File: src/rtl/mem_port_arbiter_pkg.sv
// mem_port_arbiter_pkg: response-source encodings, address defaults and the byte-to-word index helper
package mem_port_arbiter_pkg;
  typedef enum logic [1:0] {SRC_NONE = 2'd0, SRC_IF = 2'd1, SRC_LS = 2'd2} resp_src_t;
  typedef struct packed {
    resp_src_t src;
    logic      hi;
    logic      err;
    logic      is_store;
  } resp_t;
  localparam logic [63:0] DEFAULT_BASE_ADDR = 64'h8000_0000;
  localparam logic [63:0] DEFAULT_RAM_WORDS = 64'h0800_0000;
  function automatic logic [63:0] addr_to_idx(input logic [63:0] addr, input logic [63:0] base);
    return (addr - base) >> 3;
  endfunction
endpackage

File: src/rtl/mem_addr_check.sv
// mem_addr_check: range/alignment check and RAM word index for one requester
module mem_addr_check
  import mem_port_arbiter_pkg::*;
#(
  parameter logic [63:0] BASE_ADDR   = DEFAULT_BASE_ADDR,
  parameter logic [63:0] RAM_WORDS   = DEFAULT_RAM_WORDS,
  parameter bit          CHECK_ALIGN = 1'b0
) (
  input  logic [63:0] addr,
  output logic        err,
  output logic [63:0] idx
);
  logic in_range;
  assign in_range = (addr >= BASE_ADDR) && (addr < BASE_ADDR + (RAM_WORDS << 3));
  // Fetches must be 4-byte aligned; loads/stores rely on the mask instead
  assign err = !in_range || (CHECK_ALIGN && addr[1:0] != 2'b00);
  assign idx = addr_to_idx(addr, BASE_ADDR);
endmodule

File: src/rtl/mem_port_arbiter.sv
// mem_port_arbiter: shares one RAMHelper port between fetch and load/store with
// starvation-bounded LS priority and a fixed 1-cycle response
module mem_port_arbiter
  import mem_port_arbiter_pkg::*;
#(
  parameter logic [63:0] BASE_ADDR     = DEFAULT_BASE_ADDR,
  parameter logic [63:0] RAM_WORDS     = DEFAULT_RAM_WORDS,
  parameter int unsigned MAX_LS_STREAK = 4
) (
  input  logic        clock,
  input  logic        reset,
  input  logic        if_req_valid,
  input  logic [63:0] if_req_addr,
  output logic        if_req_ready,
  input  logic        if_flush,
  output logic        if_resp_valid,
  output logic [31:0] if_resp_inst,
  output logic        if_resp_err,
  input  logic        ls_req_valid,
  input  logic        ls_req_wen,
  input  logic [63:0] ls_req_addr,
  input  logic [63:0] ls_req_wdata,
  input  logic [63:0] ls_req_wmask,
  output logic        ls_req_ready,
  output logic        ls_resp_valid,
  output logic [63:0] ls_resp_rdata,
  output logic        ls_resp_err,
  output logic        ram_ren,
  output logic [63:0] ram_ridx,
  input  logic [63:0] ram_rdata,
  output logic        ram_wen,
  output logic [63:0] ram_widx,
  output logic [63:0] ram_wdata,
  output logic [63:0] ram_wmask
);
  localparam int SW = $clog2(MAX_LS_STREAK + 1);
  localparam logic [SW-1:0] STREAK_MAX = SW'(MAX_LS_STREAK);
  logic [SW-1:0] streak;
  resp_t resp;
  logic if_err, ls_err, if_elig, if_grant, ls_grant, ren, wen;
  logic [63:0] if_idx, ls_idx;

  mem_addr_check #(.BASE_ADDR(BASE_ADDR), .RAM_WORDS(RAM_WORDS), .CHECK_ALIGN(1'b1)) u_if_chk (
    .addr(if_req_addr),
    .err (if_err),
    .idx (if_idx)
  );

  mem_addr_check #(.BASE_ADDR(BASE_ADDR), .RAM_WORDS(RAM_WORDS), .CHECK_ALIGN(1'b0)) u_ls_chk (
    .addr(ls_req_addr),
    .err (ls_err),
    .idx (ls_idx)
  );

  assign if_elig  = if_req_valid && !if_flush;
  assign if_grant = if_elig && (!ls_req_valid || streak == STREAK_MAX);
  assign ls_grant = ls_req_valid && !if_grant;

  always_ff @(posedge clock or posedge reset) begin
    if (reset) begin
      streak <= '0;
      resp   <= resp_t'{SRC_NONE, 1'b0, 1'b0, 1'b0};
    end else begin
      streak <= (if_grant || !if_elig) ? '0 : (ls_grant && streak != STREAK_MAX) ? streak + 1'b1 : streak;
      resp   <= if_grant ? resp_t'{SRC_IF, if_req_addr[2], if_err, 1'b0} :
                ls_grant ? resp_t'{SRC_LS, ls_req_addr[2], ls_err, ls_req_wen} :
                           resp_t'{SRC_NONE, 1'b0, 1'b0, 1'b0};
    end
  end

  // Everything visible is gated by reset so the port goes quiet immediately
  assign if_req_ready = !reset && if_grant;
  assign ls_req_ready = !reset && ls_grant;
  assign ren = !reset && ((if_grant && !if_err) || (ls_grant && !ls_req_wen && !ls_err));
  assign wen = !reset && ls_grant && ls_req_wen && !ls_err;
  assign ram_ren   = ren;
  assign ram_ridx  = ren ? (if_grant ? if_idx : ls_idx) : '0;
  assign ram_wen   = wen;
  assign ram_widx  = wen ? ls_idx : '0;
  assign ram_wdata = wen ? ls_req_wdata : '0;
  assign ram_wmask = wen ? ls_req_wmask : '0;

  assign if_resp_valid = !reset && resp.src == SRC_IF && !if_flush;
  assign if_resp_err   = if_resp_valid && resp.err;
  assign if_resp_inst  = (if_resp_valid && !resp.err) ? (resp.hi ? ram_rdata[63:32] : ram_rdata[31:0]) : '0;
  assign ls_resp_valid = !reset && resp.src == SRC_LS;
  assign ls_resp_err   = ls_resp_valid && resp.err;
  assign ls_resp_rdata = (ls_resp_valid && !resp.err && !resp.is_store) ? ram_rdata : '0;
endmodule

File: config.mk
export PLATFORM = sky130hd
export DESIGN_NAME = mem_port_arbiter
export DESIGN_NICKNAME = d
export VERILOG_FILES = /design/src/rtl/mem_port_arbiter_pkg.sv /design/src/rtl/mem_addr_check.sv /design/src/rtl/mem_port_arbiter.sv
export SDC_FILE = /design/constraint.sdc
export NUM_CORES = 1
export LEC_CHECK = 0
export BUFFER_PORTS_ARGS = -buffer_cell sky130_fd_sc_hd__buf_2
export CAP_MARGIN = 30
export CELL_PAD_IN_SITES_DETAIL_PLACEMENT = 1
export CELL_PAD_IN_SITES_GLOBAL_PLACEMENT = 2
export CORE_AREA = 2 2 266 268
export DETAILED_ROUTE_END_ITERATION = 12
export DIE_AREA = 0 0 268 270
export MAX_ROUTING_LAYER = met4
export PLACE_DENSITY_LB_ADDON = 0.1
export REMOVE_ABC_BUFFERS = 1
export SKIP_CTS_REPAIR_TIMING = 1
export SLEW_MARGIN = 5
export SYNTH_ARGS = -nofsm -noshare
export SYNTH_HDL_FRONTEND = slang
export SYNTH_HIERARCHICAL = 1
export SYNTH_SLANG_ARGS = --single-unit
File: constraint.sdc
create_clock -name clock -period 7.87 [get_ports clock]
set_input_delay 1.574 -clock clock [delete_from_list [all_inputs] [get_ports clock]]
set_output_delay 1.574 -clock clock [all_outputs]
set_load 0.03 [all_outputs]
# Word level (Yosys, flattened, before mapping)
# Index checks and enable logic that the tools add are counted.
# op_classes
eq_ne	4
addsub	3
n_mux	12
reduce_logical	39
magnitude_cmp	4
# op_table
op	count
$mux 64	3
$mux 61	3
$ge 64x32->1 const B	2
$lt 64x32->1 const B	2
$sub 64x32->64 const B	2
$mux 32	2
$logic_and 1x1->1	22
$logic_not 1->1	11
$mux 5	2
$mux 3	2
$logic_or 1x1->1	4
$reduce_bool 2->1	2
$add 3x1->3 const B	1
$eq 3x3->1 const B	1
$ne 3x3->1 const B	1
$eq 2x1->1 const B	1
$eq 2x2->1 const B	1
# word_totals
elab_cells	67
output_inout_bits	360
register_bits	8

# Depth between registers and ports, before layout
# depth
word_depth	10
ltp_mapped	10
depth_no_buf	8

# Cells and area by module
# Netlist, hierarchy kept.
# modules_own_cells
mod	area_per_inst_um2	instances	seq_area_each_um2	cells_each
mem_port_arbiter	3881.2	1	200.2	615
mem_addr_check (u_if_chk)	944.7	1	0.0	126
mem_addr_check (u_ls_chk)	922.1	1	0.0	129

# Worst setup path after synthesis
# No wires, ideal clock.
# synth_timing
path_type	input to output
from	input ls_req_addr[45]
to	output ram_ridx[35]
n_path_buf	3
cell_stages	9
setup_slack_ns	2.312
arrival_time_ns	3.984
path_cell_list	nor4_1 -> nand4_1 -> buf_2 -> or3_1 -> nor4b_1 -> buf_2 -> buf_2 -> nand2_1 -> mux2i_1
# synth_via
elab_chain_cells	6
word_cells_on_any_way	7
cone_classes	order compare (2); mux (1); reduce/logical (4)
# synth_lines
element	line	rtl
start: declaration	mem_port_arbiter.sv:21	input logic [63:0] ls_req_addr,
$ge 64x32->1 / $lt 64x32->1 (equally long branches)	mem_addr_check.sv:14	assign in_range = (addr >= BASE_ADDR) && (addr < BASE_ADDR + (RAM_WORDS << 3));
$logic_and 1x1->1 *	mem_addr_check.sv:14	
$logic_and 1x1->1 *	mem_port_arbiter.sv:74	assign ren = !reset && ((if_grant && !if_err) || (ls_grant && !ls_req_wen && !ls_err));
$logic_or 1x1->1 *	mem_port_arbiter.sv:74	
$logic_and 1x1->1 *	mem_port_arbiter.sv:74	
$mux 61 *	mem_port_arbiter.sv:77	assign ram_ridx = ren ? (if_grant ? if_idx : ls_idx) : '0;
end: declaration	mem_port_arbiter.sv:29	output logic [63:0] ram_ridx,
# Mark *: on every way between the ends. The rest lies on a longest branch, timed or not.

# Worst setup path after layout
# layout_timing
from	input ls_req_addr[45]
to	output ram_wmask[42]
# layout_via
elab_chain_cells	4
word_cells_on_any_way	5
cone_classes	order compare (2); mux (1); reduce/logical (2)
# layout_lines
element	line	rtl
$ge 64x32->1 / $lt 64x32->1 (equally long branches)	mem_addr_check.sv:14	
$logic_and 1x1->1 *	mem_addr_check.sv:14	
$logic_and 1x1->1 *	mem_port_arbiter.sv:75	assign wen = !reset && ls_grant && ls_req_wen && !ls_err;
$mux 64 *	mem_port_arbiter.sv:81	assign ram_wmask = wen ? ls_req_wmask : '0;
end: declaration	mem_port_arbiter.sv:34	output logic [63:0] ram_wmask
# Marks and branches as above.

==> impl_metrics.py <==
metrics = {
    "grt": {
        "grt_pass1_vias": 8695,
        "grt_max_degree": 169,
        "grt_util_all_layers_pct": 14.6,
        "grt_overflow": 0,
        "grt_first_pass_wirelength_um": 71900,
        "antenna_found_initial": 30,
    },
    "job": {
        "cap_violations": 0,
    },
    "die": {
        "rows": 97,
        "ios": 686,
        "core-area_sq_um": 69500,
        "dieArea_sq_um": 72400,
        "initial_core_util_pct": 8.27,
        "die_h_um": 270,
        "die_x_um": 268,
    },
    "placed_design": {
        "gp_congestion": 0.867,
        "placed_cell_area_sq_um": 9800,
        "dp_slack_ns": 1.38,
        "dp.cells": 2387,
        "dpl.hpwl_um": 47800,
        "portBuffers": 677,
    },
    "power": {
        "total_power_mw": 0.354,
        "peakVddDrop_mv": 0.0396,
        "p_per_area_nw_per_um2": 35.7,
        "leakagePower_nw": 5.30,
    },
    "synth": {
        "ys_types": 45,
        "avgSynthCellArea_sq_um": 6.61,
        "synthArstFlopShare_pct": 100,
        "synthFlopType": "dfrtp_1",
        "yosysSeqAreaShare_pct": 3.48,
        "synthCells": 870,
        "synth-edff-count": 0,
        "synth.top_cell.area_share_pct": 28.3,
        "synth_top_area_cell": "and2_1",
        "ys_warn_count": 6,
        "ys_ff_latch": 8,
        "synth.area.top_cells": "and2_1 28%, mux2i_1 17%, nand2_1 9.9%",
        "synthesis.area_sq_um": 5750,
    },
    "sta": {
        "tightest_slew_ns": 0.955,
        "rsz0062_at_grt": "no",
        "finalSetupViolCount": 0,
        "fmax_ghz": 0.155,
        "period_share_pct": 81.9,
        "hold_viol": 0,
        "period_needed_ns": 6.45,
        "hold_ws_ns": 0.533,
        "fin_ws_ns": 1.42,
        "clock_skew_ns": 0.00304,
        "maxSlewViolCount": 0,
        "slew_headroom_pct": 36.4,
    },
    "setup_path": {
        "cp_top_family": "simple AND/OR/NAND/NOR gates",
        "crit_top_cell": "buf_2",
        "worstSetupStartpointType": "primary input",
        "reg2reg_depth": 5,
        "r2r-end": "resp[0]",
        "crit_fanout": 168,
        "max_stage_delay_ns": 0.55,
        "reg2reg_from": "streak[0]",
        "cp-startpoint": "ls_req_addr[45]",
        "path_buf_inv": 4,
        "path_cells": "buf_2 > nor4_1 > nand4_1 > buf_4 > or3_1 > nand2b_1 > a311oi_4 > buf_12 > and2_1 > buf_2",
        "worstPathArrival_ns": 4.87,
        "endpoint_kind": "output port",
        "critPathKind": "primary input to output port",
        "cp_slowest_cell": "nor4_1",
        "r2r_setup_slack_ns": 6.12,
        "required_ns": 6.30,
    },
    "drt": {
        "drt-vias-per-instance": 3.35,
        "wl_per_cell_um": 22.5,
        "wirelength_um": 54300,
        "first_pass_iters": 4,
        "drt_iter0_drc": 245,
        "drc_errors": 0,
        "antenna_left": 0,
        "num_vias": 8063,
    },
    "min_path": {
        "holdPathEnd": "streak[0]",
        "hold-path-cell-count": 3,
        "hp-start": "streak[0]",
        "worstHoldPathType": "flop to flop",
    },
    "clock_tree": {
        "cts_tree": "yes",
        "clockBufferDepth": 2,
        "cts_inserted_buffers": 3,
        "worstSkewPairLatency_ns": 0.23,
        "htreeDepth": 1,
        "cts-root-buf": "clkbuf_16",
        "clock_sinks": 8,
        "clk_pin_slew_ns": 0.04,
    },
    "finish": {
        "nFillCells": 8646,
        "final_cell_count_no_fill": 2410,
        "design_area_sq_um": 9930,
        "layout.nets": 1782,
        "drive_above_1_share_pct": 49.8,
        "synthToLayoutAreaGrowth_pct": 72.7,
    },
    "status": {
        "status": "completed",
    },
}
## cells in the mapped netlist, types with 10 or more instances
cell	n
nor4_1	19
buf_4	62
inv_1	11
nor2_1	56
clkbuf_1	18
xor2_1	48
buf_2	34
mux2i_1	99
nor3_1	22
and2_1	260
xnor2_1	10
nand2_1	151
## worst max path at each step
| stage | end | slack, ns | depth (start not counted) |
|---|---|---|---|
| 6_report | ram_wmask[42] | 1.42 | 10 |
| 5_1_grt | ram_wmask[42] | 1.23 | 10 |
| 4_1_cts | ram_wmask[42] | 1.38 | 10 |
| 3_5_place_dp | ram_wmask[42] | 1.38 | 10 |
| 3_3_place_gp | ram_wmask[42] | 1.41 | 9 |
| 2_1_floorplan | ram_ridx[0] | -4.66 | 3 |
## cell families after synthesis
logic type | Yosys count | synth area share, %
compound gates | 7 | 0.958
xor+xnor | 58 | 8.84
fa+ha+maj | 4 | 0.871
buf+inv | 132 | 13.7
flops | 8 | 3.48
mux | 100 | 17.4
other cells | 2 | 0.131
simple gates | 559 | 54.5
## power breakdown
part	switching (mW)	internal (mW)
sequential	0.00137	0.0432
clock	0.0213	0.0676
combinational	0.121	0.0998
total	0.144	0.211
## sequential cells by signal, indices dropped and copies added (netlist names)
name and cells:
resp 5, streak 3
## metrics by stage
| stage | util [%] | setup TNS (ns) |
|---|---|---|
| after floorplan | - | -581.81 |
| after global placement | 14.1 | 0 |
| after detailed placement | 14.1 | 0 |
| after CTS | 14.2 | 0 |
| after global routing | 14.3 | 0 |
| final | 14.3 | 0 |
## placed cells by master (no fill, tap or decap), types with 2 or more instances in the layout
cell type,Yosys,routed
mux2i_1,99,99
inv_1,11,11
nor2_1,56,55
nor3b_2,3,2
conb_1,2,6
xor2_1,48,48
buf_12,0,4
o21ai_0,2,2
nand4_2,2,2
nand2b_1,6,6
or4_1,2,2
nand4_1,2,2
nand4b_1,2,2
buf_4,62,13
nor4_2,3,3
xnor2_1,10,10
nand2_1,151,151
buf_2,34,677
nor4_4,5,5
clkbuf_16,0,3
or3_1,7,7
nor4b_1,3,2
nor3_1,22,22
and2_1,260,260
nand3b_1,2,2
nor2b_1,2,2
nor4b_2,2,3
diode_2,0,19
dfrtp_1,8,7
nand3_1,4,4
nor4_1,19,19
ha_1,4,4
## cell type report
class / count / area, sq um / area share [%]
inverter: 11 / 41.3 / 0.416
sequential: 8 / 201 / 2.03
timing repair buffer: 694 / 3570 / 35.9
antenna: 19 / 47.5 / 0.479
tap: 940 / 1180 / 11.8
clock buffer: 4 / 78.8 / 0.794
multi-input combinational: 734 / 4820 / 48.5
## tightest hold or removal path, stage by stage, from the launching register on
cell and delay (ns):
dfrtp_1 0.34, inv_1 0.06, nand2_1 0.06, nor2_1 0.03
## metal layers
metal	track usage (%)	wire, um	up-vias
li1	-	-	3914
met1	14.6	20100	3734
met2	25.4	26900	380
met3	7.29	6630	35
met4	3.09	658	0
met5	-	0	-
No activity file was read; power rests on OpenSTA's default activity.
